`src/rtl/acc_stack_unit_if.sv`:
```
// Bus-side bundle of the stacked accumulator: command strobes and data bus in,
// accumulator value, flags and stack status out.
interface acc_stack_unit_if #(
    parameter int WIDTH = 16,
    parameter int DEPTH = 4
);
    localparam int CW = $clog2(DEPTH + 1);

    // Strobes are level commands sampled on every rising clk edge; there is no
    // back-pressure, so a command asserted for one cycle executes exactly once.
    logic             acc_write;
    logic             acc_lower_write;
    logic             acc_add;
    logic             acc_sub;
    logic             acc_shl;
    logic             acc_shr;
    logic             acc_push;
    logic             acc_pop;
    logic             err_clr;
    logic [WIDTH-1:0] bus;

    logic [WIDTH-1:0] aout;
    logic             flag_z;
    logic             flag_n;
    logic             flag_c;
    logic             flag_v;
    logic [CW-1:0]    stk_count;
    logic             stk_full;
    logic             stk_empty;
    logic             stk_err;

    modport master (
        output acc_write, acc_lower_write, acc_add, acc_sub, acc_shl, acc_shr,
               acc_push, acc_pop, err_clr, bus,
        input  aout, flag_z, flag_n, flag_c, flag_v,
               stk_count, stk_full, stk_empty, stk_err
    );

    modport slave (
        input  acc_write, acc_lower_write, acc_add, acc_sub, acc_shl, acc_shr,
               acc_push, acc_pop, err_clr, bus,
        output aout, flag_z, flag_n, flag_c, flag_v,
               stk_count, stk_full, stk_empty, stk_err
    );
endinterface

```
`src/rtl/acc_stack_unit.sv`:
```
// SAP accumulator with add/sub/shift, registered flags and a DEPTH-entry
// save/restore stack for subroutine and interrupt context.
module acc_stack_unit #(
    parameter int WIDTH = 16,
    parameter int LOW_W = 8,
    parameter int DEPTH = 4
) (
    input  logic           clk,
    input  logic           rst_n,
    acc_stack_unit_if.slave io
);
    localparam int CW = $clog2(DEPTH + 1);
    localparam int AW = (DEPTH > 1) ? $clog2(DEPTH) : 1;
    localparam logic [WIDTH-1:0] LOW_MASK = {WIDTH{1'b1}} >> (WIDTH - LOW_W);

    logic [WIDTH-1:0] aout_q, aout_d;
    logic             c_q, c_d;
    logic             v_q, v_d;
    logic [CW-1:0]    count_q;
    logic             err_q;

    logic [WIDTH-1:0] stack_mem [DEPTH];
    logic [WIDTH:0]   sum;
    logic [WIDTH:0]   diff;
    logic [CW-1:0]    count_m1;
    logic [AW-1:0]    wr_idx;
    logic [AW-1:0]    rd_idx;
    logic             full;
    logic             empty;
    logic             push_req, pop_req;
    logic             do_push, do_pop;
    logic             err_set;

    assign full     = (count_q == CW'(DEPTH));
    assign empty    = (count_q == '0);
    assign count_m1 = count_q - CW'(1);
    assign wr_idx   = count_q[AW-1:0];
    assign rd_idx   = count_m1[AW-1:0];

    // A simultaneous push and pop is a controller conflict: neither is honoured.
    assign push_req = io.acc_push & ~io.acc_pop;
    assign pop_req  = io.acc_pop & ~io.acc_push;
    assign do_push  = push_req & ~full;
    assign do_pop   = pop_req & ~empty;
    assign err_set  = (io.acc_push & io.acc_pop) | (push_req & full) | (pop_req & empty);

    assign sum  = {1'b0, aout_q} + {1'b0, io.bus};
    assign diff = {1'b0, aout_q} - {1'b0, io.bus};

    always_comb begin
        aout_d = aout_q;
        c_d    = c_q;
        v_d    = v_q;
        if (do_pop) begin
            aout_d = stack_mem[rd_idx];
        end else if (io.acc_write) begin
            aout_d = io.bus;
        end else if (io.acc_lower_write) begin
            aout_d = io.bus & LOW_MASK;
        end else if (io.acc_add) begin
            aout_d = sum[WIDTH-1:0];
            c_d    = sum[WIDTH];
            v_d    = (aout_q[WIDTH-1] == io.bus[WIDTH-1]) && (sum[WIDTH-1] != aout_q[WIDTH-1]);
        end else if (io.acc_sub) begin
            // Zero-extended subtraction leaves the borrow in the top bit.
            aout_d = diff[WIDTH-1:0];
            c_d    = diff[WIDTH];
            v_d    = (aout_q[WIDTH-1] != io.bus[WIDTH-1]) && (diff[WIDTH-1] != aout_q[WIDTH-1]);
        end else if (io.acc_shl) begin
            aout_d = {aout_q[WIDTH-2:0], 1'b0};
            c_d    = aout_q[WIDTH-1];
            v_d    = 1'b0;
        end else if (io.acc_shr) begin
            aout_d = {1'b0, aout_q[WIDTH-1:1]};
            c_d    = aout_q[0];
            v_d    = 1'b0;
        end
    end

    always_ff @(posedge clk or negedge rst_n) begin
        if (!rst_n) begin
            aout_q  <= '0;
            c_q     <= 1'b0;
            v_q     <= 1'b0;
            count_q <= '0;
            err_q   <= 1'b0;
        end else begin
            aout_q <= aout_d;
            c_q    <= c_d;
            v_q    <= v_d;
            if (do_push) begin
                count_q <= count_q + CW'(1);
            end else if (do_pop) begin
                count_q <= count_m1;
            end
            if (err_set) begin
                err_q <= 1'b1;
            end else if (io.err_clr) begin
                err_q <= 1'b0;
            end
        end
    end

    // Stack contents need no reset; the count alone defines what is valid.
    always_ff @(posedge clk) begin
        if (do_push) begin
            stack_mem[wr_idx] <= aout_q;
        end
    end

    assign io.aout      = aout_q;
    assign io.flag_z    = (aout_q == '0);
    assign io.flag_n    = aout_q[WIDTH-1];
    assign io.flag_c    = c_q;
    assign io.flag_v    = v_q;
    assign io.stk_count = count_q;
    assign io.stk_full  = full;
    assign io.stk_empty = empty;
    assign io.stk_err   = err_q;
endmodule

```
`src/flat_wrapper.sv`:
```
// flat-port wrapper written by rule: the top's interface ports become plain ports
module acc_stack_unit_flat 
#(
    parameter int WIDTH = 16,
    parameter int LOW_W = 8,
    parameter int DEPTH = 4
)
  (clk, rst_n, io_acc_write, io_acc_lower_write, io_acc_add, io_acc_sub, io_acc_shl, io_acc_shr, io_acc_push, io_acc_pop, io_err_clr, io_bus, io_aout, io_flag_z, io_flag_n, io_flag_c, io_flag_v, io_stk_count, io_stk_full, io_stk_empty, io_stk_err);
  acc_stack_unit_if #(.WIDTH(WIDTH), .DEPTH(DEPTH)) io_i ();
  input  logic clk;
  input  logic rst_n;
  input wire logic [$bits(io_i.acc_write)-1:0] io_acc_write;
  input wire logic [$bits(io_i.acc_lower_write)-1:0] io_acc_lower_write;
  input wire logic [$bits(io_i.acc_add)-1:0] io_acc_add;
  input wire logic [$bits(io_i.acc_sub)-1:0] io_acc_sub;
  input wire logic [$bits(io_i.acc_shl)-1:0] io_acc_shl;
  input wire logic [$bits(io_i.acc_shr)-1:0] io_acc_shr;
  input wire logic [$bits(io_i.acc_push)-1:0] io_acc_push;
  input wire logic [$bits(io_i.acc_pop)-1:0] io_acc_pop;
  input wire logic [$bits(io_i.err_clr)-1:0] io_err_clr;
  input wire logic [$bits(io_i.bus)-1:0] io_bus;
  output wire logic [$bits(io_i.aout)-1:0] io_aout;
  output wire logic [$bits(io_i.flag_z)-1:0] io_flag_z;
  output wire logic [$bits(io_i.flag_n)-1:0] io_flag_n;
  output wire logic [$bits(io_i.flag_c)-1:0] io_flag_c;
  output wire logic [$bits(io_i.flag_v)-1:0] io_flag_v;
  output wire logic [$bits(io_i.stk_count)-1:0] io_stk_count;
  output wire logic [$bits(io_i.stk_full)-1:0] io_stk_full;
  output wire logic [$bits(io_i.stk_empty)-1:0] io_stk_empty;
  output wire logic [$bits(io_i.stk_err)-1:0] io_stk_err;
  assign io_i.acc_write = io_acc_write;
  assign io_i.acc_lower_write = io_acc_lower_write;
  assign io_i.acc_add = io_acc_add;
  assign io_i.acc_sub = io_acc_sub;
  assign io_i.acc_shl = io_acc_shl;
  assign io_i.acc_shr = io_acc_shr;
  assign io_i.acc_push = io_acc_push;
  assign io_i.acc_pop = io_acc_pop;
  assign io_i.err_clr = io_err_clr;
  assign io_i.bus = io_bus;
  assign io_aout = io_i.aout;
  assign io_flag_z = io_i.flag_z;
  assign io_flag_n = io_i.flag_n;
  assign io_flag_c = io_i.flag_c;
  assign io_flag_v = io_i.flag_v;
  assign io_stk_count = io_i.stk_count;
  assign io_stk_full = io_i.stk_full;
  assign io_stk_empty = io_i.stk_empty;
  assign io_stk_err = io_i.stk_err;
  acc_stack_unit #(.WIDTH(WIDTH), .LOW_W(LOW_W), .DEPTH(DEPTH)) u_core (.clk(clk), .rst_n(rst_n), .io(io_i));
endmodule
```
`config.mk`:
```
export PLATFORM = sky130hd
export DESIGN_NAME = acc_stack_unit_flat
export DESIGN_NICKNAME = d
export VERILOG_FILES = /design/src/rtl/acc_stack_unit_if.sv /design/src/rtl/acc_stack_unit.sv /design/src/flat_wrapper.sv
export SDC_FILE = /design/constraint.sdc
export NUM_CORES = 1
export LEC_CHECK = 0
export ABC_AREA = 1
export CAP_MARGIN = 20
export CELL_PAD_IN_SITES_DETAIL_PLACEMENT = 1
export CELL_PAD_IN_SITES_GLOBAL_PLACEMENT = 2
export CORE_MARGIN = 2
export CORE_UTILIZATION = 31
export CTS_CLUSTER_DIAMETER = 200
export DETAILED_ROUTE_END_ITERATION = 7
export PLACE_DENSITY = 0.85
export SLEW_MARGIN = 10
export SYNTH_ARGS = -nofsm -noshare
export SYNTH_HDL_FRONTEND = slang
export SYNTH_SLANG_ARGS = --single-unit
```
`constraint.sdc`:
```
create_clock -name clk -period 2.41 [get_ports clk]
set_input_delay 0.482 -clock clk [delete_from_list [all_inputs] [get_ports clk]]
set_output_delay 0.482 -clock clk [all_outputs]
set_load 0.05 [all_outputs]
```
* Yosys cells after proc, flatten, opt, wreduce, memory -nomap -nowiden
Memory sizes are Yosys's and may differ from the RTL's.
Cells that the tools add are included.
** Operators by class
- Bitwise gates (word level) :: 16
- Add/sub/neg operators :: 4
- Muxes and demuxes :: 21
- Eq/ne operators :: 5
- Reductions and logical operators :: 9
** Operators with widths (number)
- 2-to-1 mux 16 bit :: 7
- adder 16 x 16 -> 17 bit :: 1
- subtractor 16 x 16 -> 17 bit :: 1
- zero test 16 bit :: 1
- 2-to-1 mux 1 bit :: 12
- bitwise AND 1 bit :: 7
- NOT 1 bit :: 7
- nonzero test 7 bit :: 1
- 2-to-1 mux 3 bit :: 2
- AND reduction 4 bit :: 1
- nonzero test 2 bit :: 2
- nonzero test 4 bit :: 1
- adder 3 x 1 -> 3 bit, second input constant :: 1
- equality test 3 bit, second input constant :: 1
- zero test 3 bit :: 1
- inequality test 1 bit :: 3
- subtractor 3 x 1 -> 3 bit, second input constant :: 1
- logical AND 1 bit :: 2
- OR 1 bit :: 2
- equality test 1 bit :: 1
** Storage, ports and cells
- Logic and storage cells :: 61
- Input bits :: 27
- Memories :: 1
- Flip-flop bits (word level) :: 22
- RAM bits :: 64
- Output and inout port bits :: 26
** Memory list
- u_core.stack_mem :: words 4, width 16, rd ports 1, clocked after Yosys merged registers in 0, wr ports 1, RTL line acc_stack_unit.sv:22 : logic [WIDTH-1:0] stack_mem [DEPTH];

* Depth between registers and ports, before layout
- Depth in word-level cells :: 7
- Depth in mapped cells :: 18
- Gate-level depth less buffers :: 17

* Least setup slack after synthesis
No wires, ideal clock.
- Kind :: reg2reg
- Start point :: register u_core.count_q[0], in the netlist u_core.io.stk_count[0]
- End point :: memory u_core.stack_mem[1][0], enable pin
- Required time :: 2.021 ns
- Data arrival time :: 2.933 ns
- Setup time :: 0.389 ns
- Stages on the path, launching flop included :: 9
- Period minus slack after synthesis :: 3.322 ns
- Slack :: -0.912 ns
- Path buffers :: 2
- Path through :: dfrtp_1 buf_2 inv_2 buf_2 ha_1 ha_1 nor3_1 inv_1 nor2_1
** Between the ends
- Longest elaborated chain between the ends :: 5
** RTL lines
- start: declaration :: RTL line acc_stack_unit.sv:19 : logic [CW-1:0] count_q;
- start signal: assignment :: RTL line acc_stack_unit.sv:92 : count_q <= count_q + CW'(1);
- start signal: assignment :: RTL line acc_stack_unit.sv:94 : count_q <= count_m1;
- equality test 3 bit :: RTL line acc_stack_unit.sv:34 : assign full = (count_q == CW'(DEPTH));
- via io_stk_full :: RTL line flat_wrapper.sv:28 : output wire logic [$bits(io_i.stk_full)-1:0] io_stk_full;
- NOT 1 bit :: RTL line acc_stack_unit.sv:43 : assign do_push = push_req & ~full;
- bitwise AND 1 bit :: RTL line acc_stack_unit.sv:43
- 2-to-1 mux 1 bit :: RTL line acc_stack_unit.sv:106 : if (do_push) begin
- 2-to-1 mux 1 bit (not written as such) :: RTL line acc_stack_unit.sv:107 : stack_mem[wr_idx] <= aout_q;
- end: declaration :: RTL line acc_stack_unit.sv:22
The timed path passes the listed nets, and every way through them passes these cells.

* Worst setup path in the final report
- Start point :: register u_core.aout_q[5], in the netlist u_core.io.aout[5]
- End point :: output io_aout[5]
** RTL lines
- start: declaration :: RTL line acc_stack_unit.sv:16 : logic [WIDTH-1:0] aout_q, aout_d;
- start signal: assignment :: RTL line acc_stack_unit.sv:88 : aout_q <= aout_d;
- end: declaration :: RTL line flat_wrapper.sv:22 : output wire logic [$bits(io_i.aout)-1:0] io_aout;
No word-level cell between the ends.

==> run metrics <==
Final Instance Count excl. Fillers=1277; cell-internal power=4.83 mW; peak supply drop=0.000576 V; RR Startpoint=u_core.io.stk_count[1]$_DFFE_PN0P_; Clk Latency, worst-skew pair=0.34 ns; TritonCTS clock tree=yes; Flop pwr share=23.9%; CP endpoint kind=output pin; status=finished clean; Root Buffer Master=clkbuf_16; Setup Skew=0.00729 ns; Slew Viols, Final=0; H-tree depth=3; drt pass-1 iters=4; RSZ-0062 raised after global routing=yes; DR WL/cell=17.9 um; Initial Util=31.6%; ys flop type=edfxtp_1; DR iter-0 viols=313; leading area contributor after synthesis=edfxtp_1; CP required=1.93 ns; final hold viol count=0; Unique masters post-synth=44; MaxCap Viol Count=0; ANT cells=0; Final ANT Viol Nets=0; # setup viols final=0; pre-CTS WS=-0.504 ns; Synth Area per Inst=7.38 um2; critical path, cell by cell=buf_4 > clkdlybuf4s50_1; die width=148 um; final wirelength=22.9 mm; Syn Inst Count=871; Psw=4.36 mW; sequential fraction of the synthesis area=38.5%; via count=6213; LEAKAGE=3.88 nW; Die Height=148 um; GRT Resource Usage Total=21.2%; period utilisation layout=98.4%; slowest stage delay, CP=0.84 ns; final worst path period need=2.37 ns; final weighted congestion in routability-driven placement=0.848; synthesized area=6420 um2; io pins=53; setup ws final=0.0380 ns; Num CTS Buffers=9; Detailed Place HPWL=17.6 mm; critical path arrival=1.89 ns; Row Count=52; CP max stage cell=clkdlybuf4s50_1; placed cells=1258; Highest Clock Rate=422 MHz; YS warnings=0; top cell type's share of synthesized area=29.9%; layout cells sized above 1=20.4%; worst setup path category=reg2out; clock-pin slew on the worst setup and hold paths=0.06 ns; Buffers on Ports=52; Clock Path Buffers=2; Comb power frac=62.6%; Post-CTS Hold Buffers=0; nets@finish=1069; Worst Setup Start Kind=flip-flop; Post-synth EDFFs=64; clock group share of total power=13.5%; first-pass GRT wire length=35.6 mm; FF+latch count, synth=86; most area-consuming cells after synthesis=edfxtp_1, nand2_1, dfrtp_1; Net Sw Frac=47.4%; CP max FO=8; Synth-to-Final Area Change=32.1%; Slew Limit Headroom=60.5%; number of global-route vias before repair=6605; crit path from=u_core.io.aout[5]$_DFFE_PN0P_; Residual DRC=0; vias per inst=4.87; CTS Sinks=86; worst hold path class=in2async; CORE AREA=20300 um2; GRT Residual Overflow=0; net count after synthesis=938; largest net degree at the start of global routing=37; Worst Tran Pin Value=0.592 ns; die area=21900 um2; initial antenna violation count=0; ys async rst share=25.6%; P per Cell Area=1080 nW/um2
power by group through the flow:
stage               clock (mW)  combinational [mW]  sequential, mW
floorplan                    0                2.83            2.71
global placement             0                5.37            2.18
detailed placement           0                5.49            2.19
CTS                       1.26                5.55            2.17
global route              1.32                6.32            2.22
finish                    1.24                5.75            2.20
cells by family (layout without fill, tap and decap cells):
group	count (synthesis)	after routing	synth area share [%]
fa+ha+maj	40	40	8.03
flops	86	86	38.5
xor+xnor	6	6	0.818
buf+inv	179	315	11.8
compound gates	132	132	12.3
simple gates	423	423	27.8
mux	5	5	0.779
cell usage after synthesis, types with 6 or more instances:
library cell	count
nand2_1	239
inv_1	134
nor2_1	87
edfxtp_1	64
o21ai_0	60
nand3_1	59
ha_1	38
a21oi_1	32
dfrtp_1	22
buf_2	13
o32ai_1	11
clkbuf_1	10
inv_2	8
nand4_1	8
o211ai_1	8
buf_6	7
nand2_2	7
o221ai_1	6
metrics by stage:
stage	utilization, %	hold slack, ns	total power [mW]	area, um2	setup TNS (ns)
floorplan	-	0.186	5.54	6500	0
global placement	39.2	0.489	7.54	7950	-4.58
detailed placement	39.2	0.529	7.68	7950	-5.12
CTS	40.6	0.533	8.98	8250	0
global route	41.8	0.553	9.87	8490	-0.0732
finish	41.8	0.518	9.20	8490	0
what timing repair did:
| item | CTS | global route |
|---|---|---|
| buffers inserted | 0 | 3 |
| endpoints found under the setup margin | 6 | 17 |
| resized for setup | 8 | 54 |
| cloned | 0 | 0 |
| pin swaps | 0 | 1 |
| hold endpoints to repair | 0 | 0 |
registers in the layout, summed over array words and instances (netlist names):
| signal | cells |
|---|---|
| u_core.stack_mem | 64 |
| u_core.io.flag_c | 1 |
| u_core.io.aout | 16 |
| u_core.io.stk_count | 3 |
| u_core.io.flag_v | 1 |
| u_core.io.stk_err | 1 |
cell type report:
type	count	area (um2)
Clock inverter	5	26.3
Tap cell	270	338
Clock buffer	11	233
Inverter	143	541
Sequential cell	86	2470
Multi-Input combinational cell	606	3500
Fill cell	2536	11800
Timing Repair Buffer	156	1370
placed cells by master (no fill, tap or decap), drive strengths merged, types with 3 or more instances in the layout:
cell and instances:
buf 108, dlymetal6s2s 3, clkdlybuf4s50 45, o221ai 6
mux2i 5, o21ai 64, a21oi 34, edfxtp 64
nand4 8, clkinv 6, nand3 59, nor3 8
nor4 4, clkbuf 11, inv 141, o211ai 9
and2 4, xor2 5, ha 38, o32ai 11
nor2 93, nand2 246, dfrtp 22
critical path: cells and delay by family, from the launching register on:
kind                   cells  cell delay [ns]
buffers and inverters      2             1.08
DFF                        1             0.46
final timing paths:
| path | end | slack (ns) | depth (start not counted) |
|---|---|---|---|
| worst max-delay path | io_aout[5] | 0.04 | 2 |
| worst min-delay path | u_core.io.stk_count[0]$_DFFE_PN0P_ | 0.52 | 2 |
| worst max register to register | u_core.io.aout[11]$_DFFE_PN0P_ | 0.28 | 11 |
| worst min register to register | u_core.io.flag_v$_DFFE_PN0P_ | 0.54 | 2 |
| max in group asynchronous | u_core.io.aout[1]$_DFFE_PN0P_ | 1.61 | 2 |
| min in group clk | u_core.io.flag_v$_DFFE_PN0P_ | 0.54 | 2 |
metal layers:
metal	part of all wire (%)	global-route usage [%]	routed length (um)	vias to the layer above
li1	-	-	-	3084
met1	46	27.6	10400	3007
met2	49	37.6	11300	98
met3	3.6	2.31	812	24
met4	1.5	5.14	348	0
met5	0	0	0	-
(Power assumes the default switching activity.)
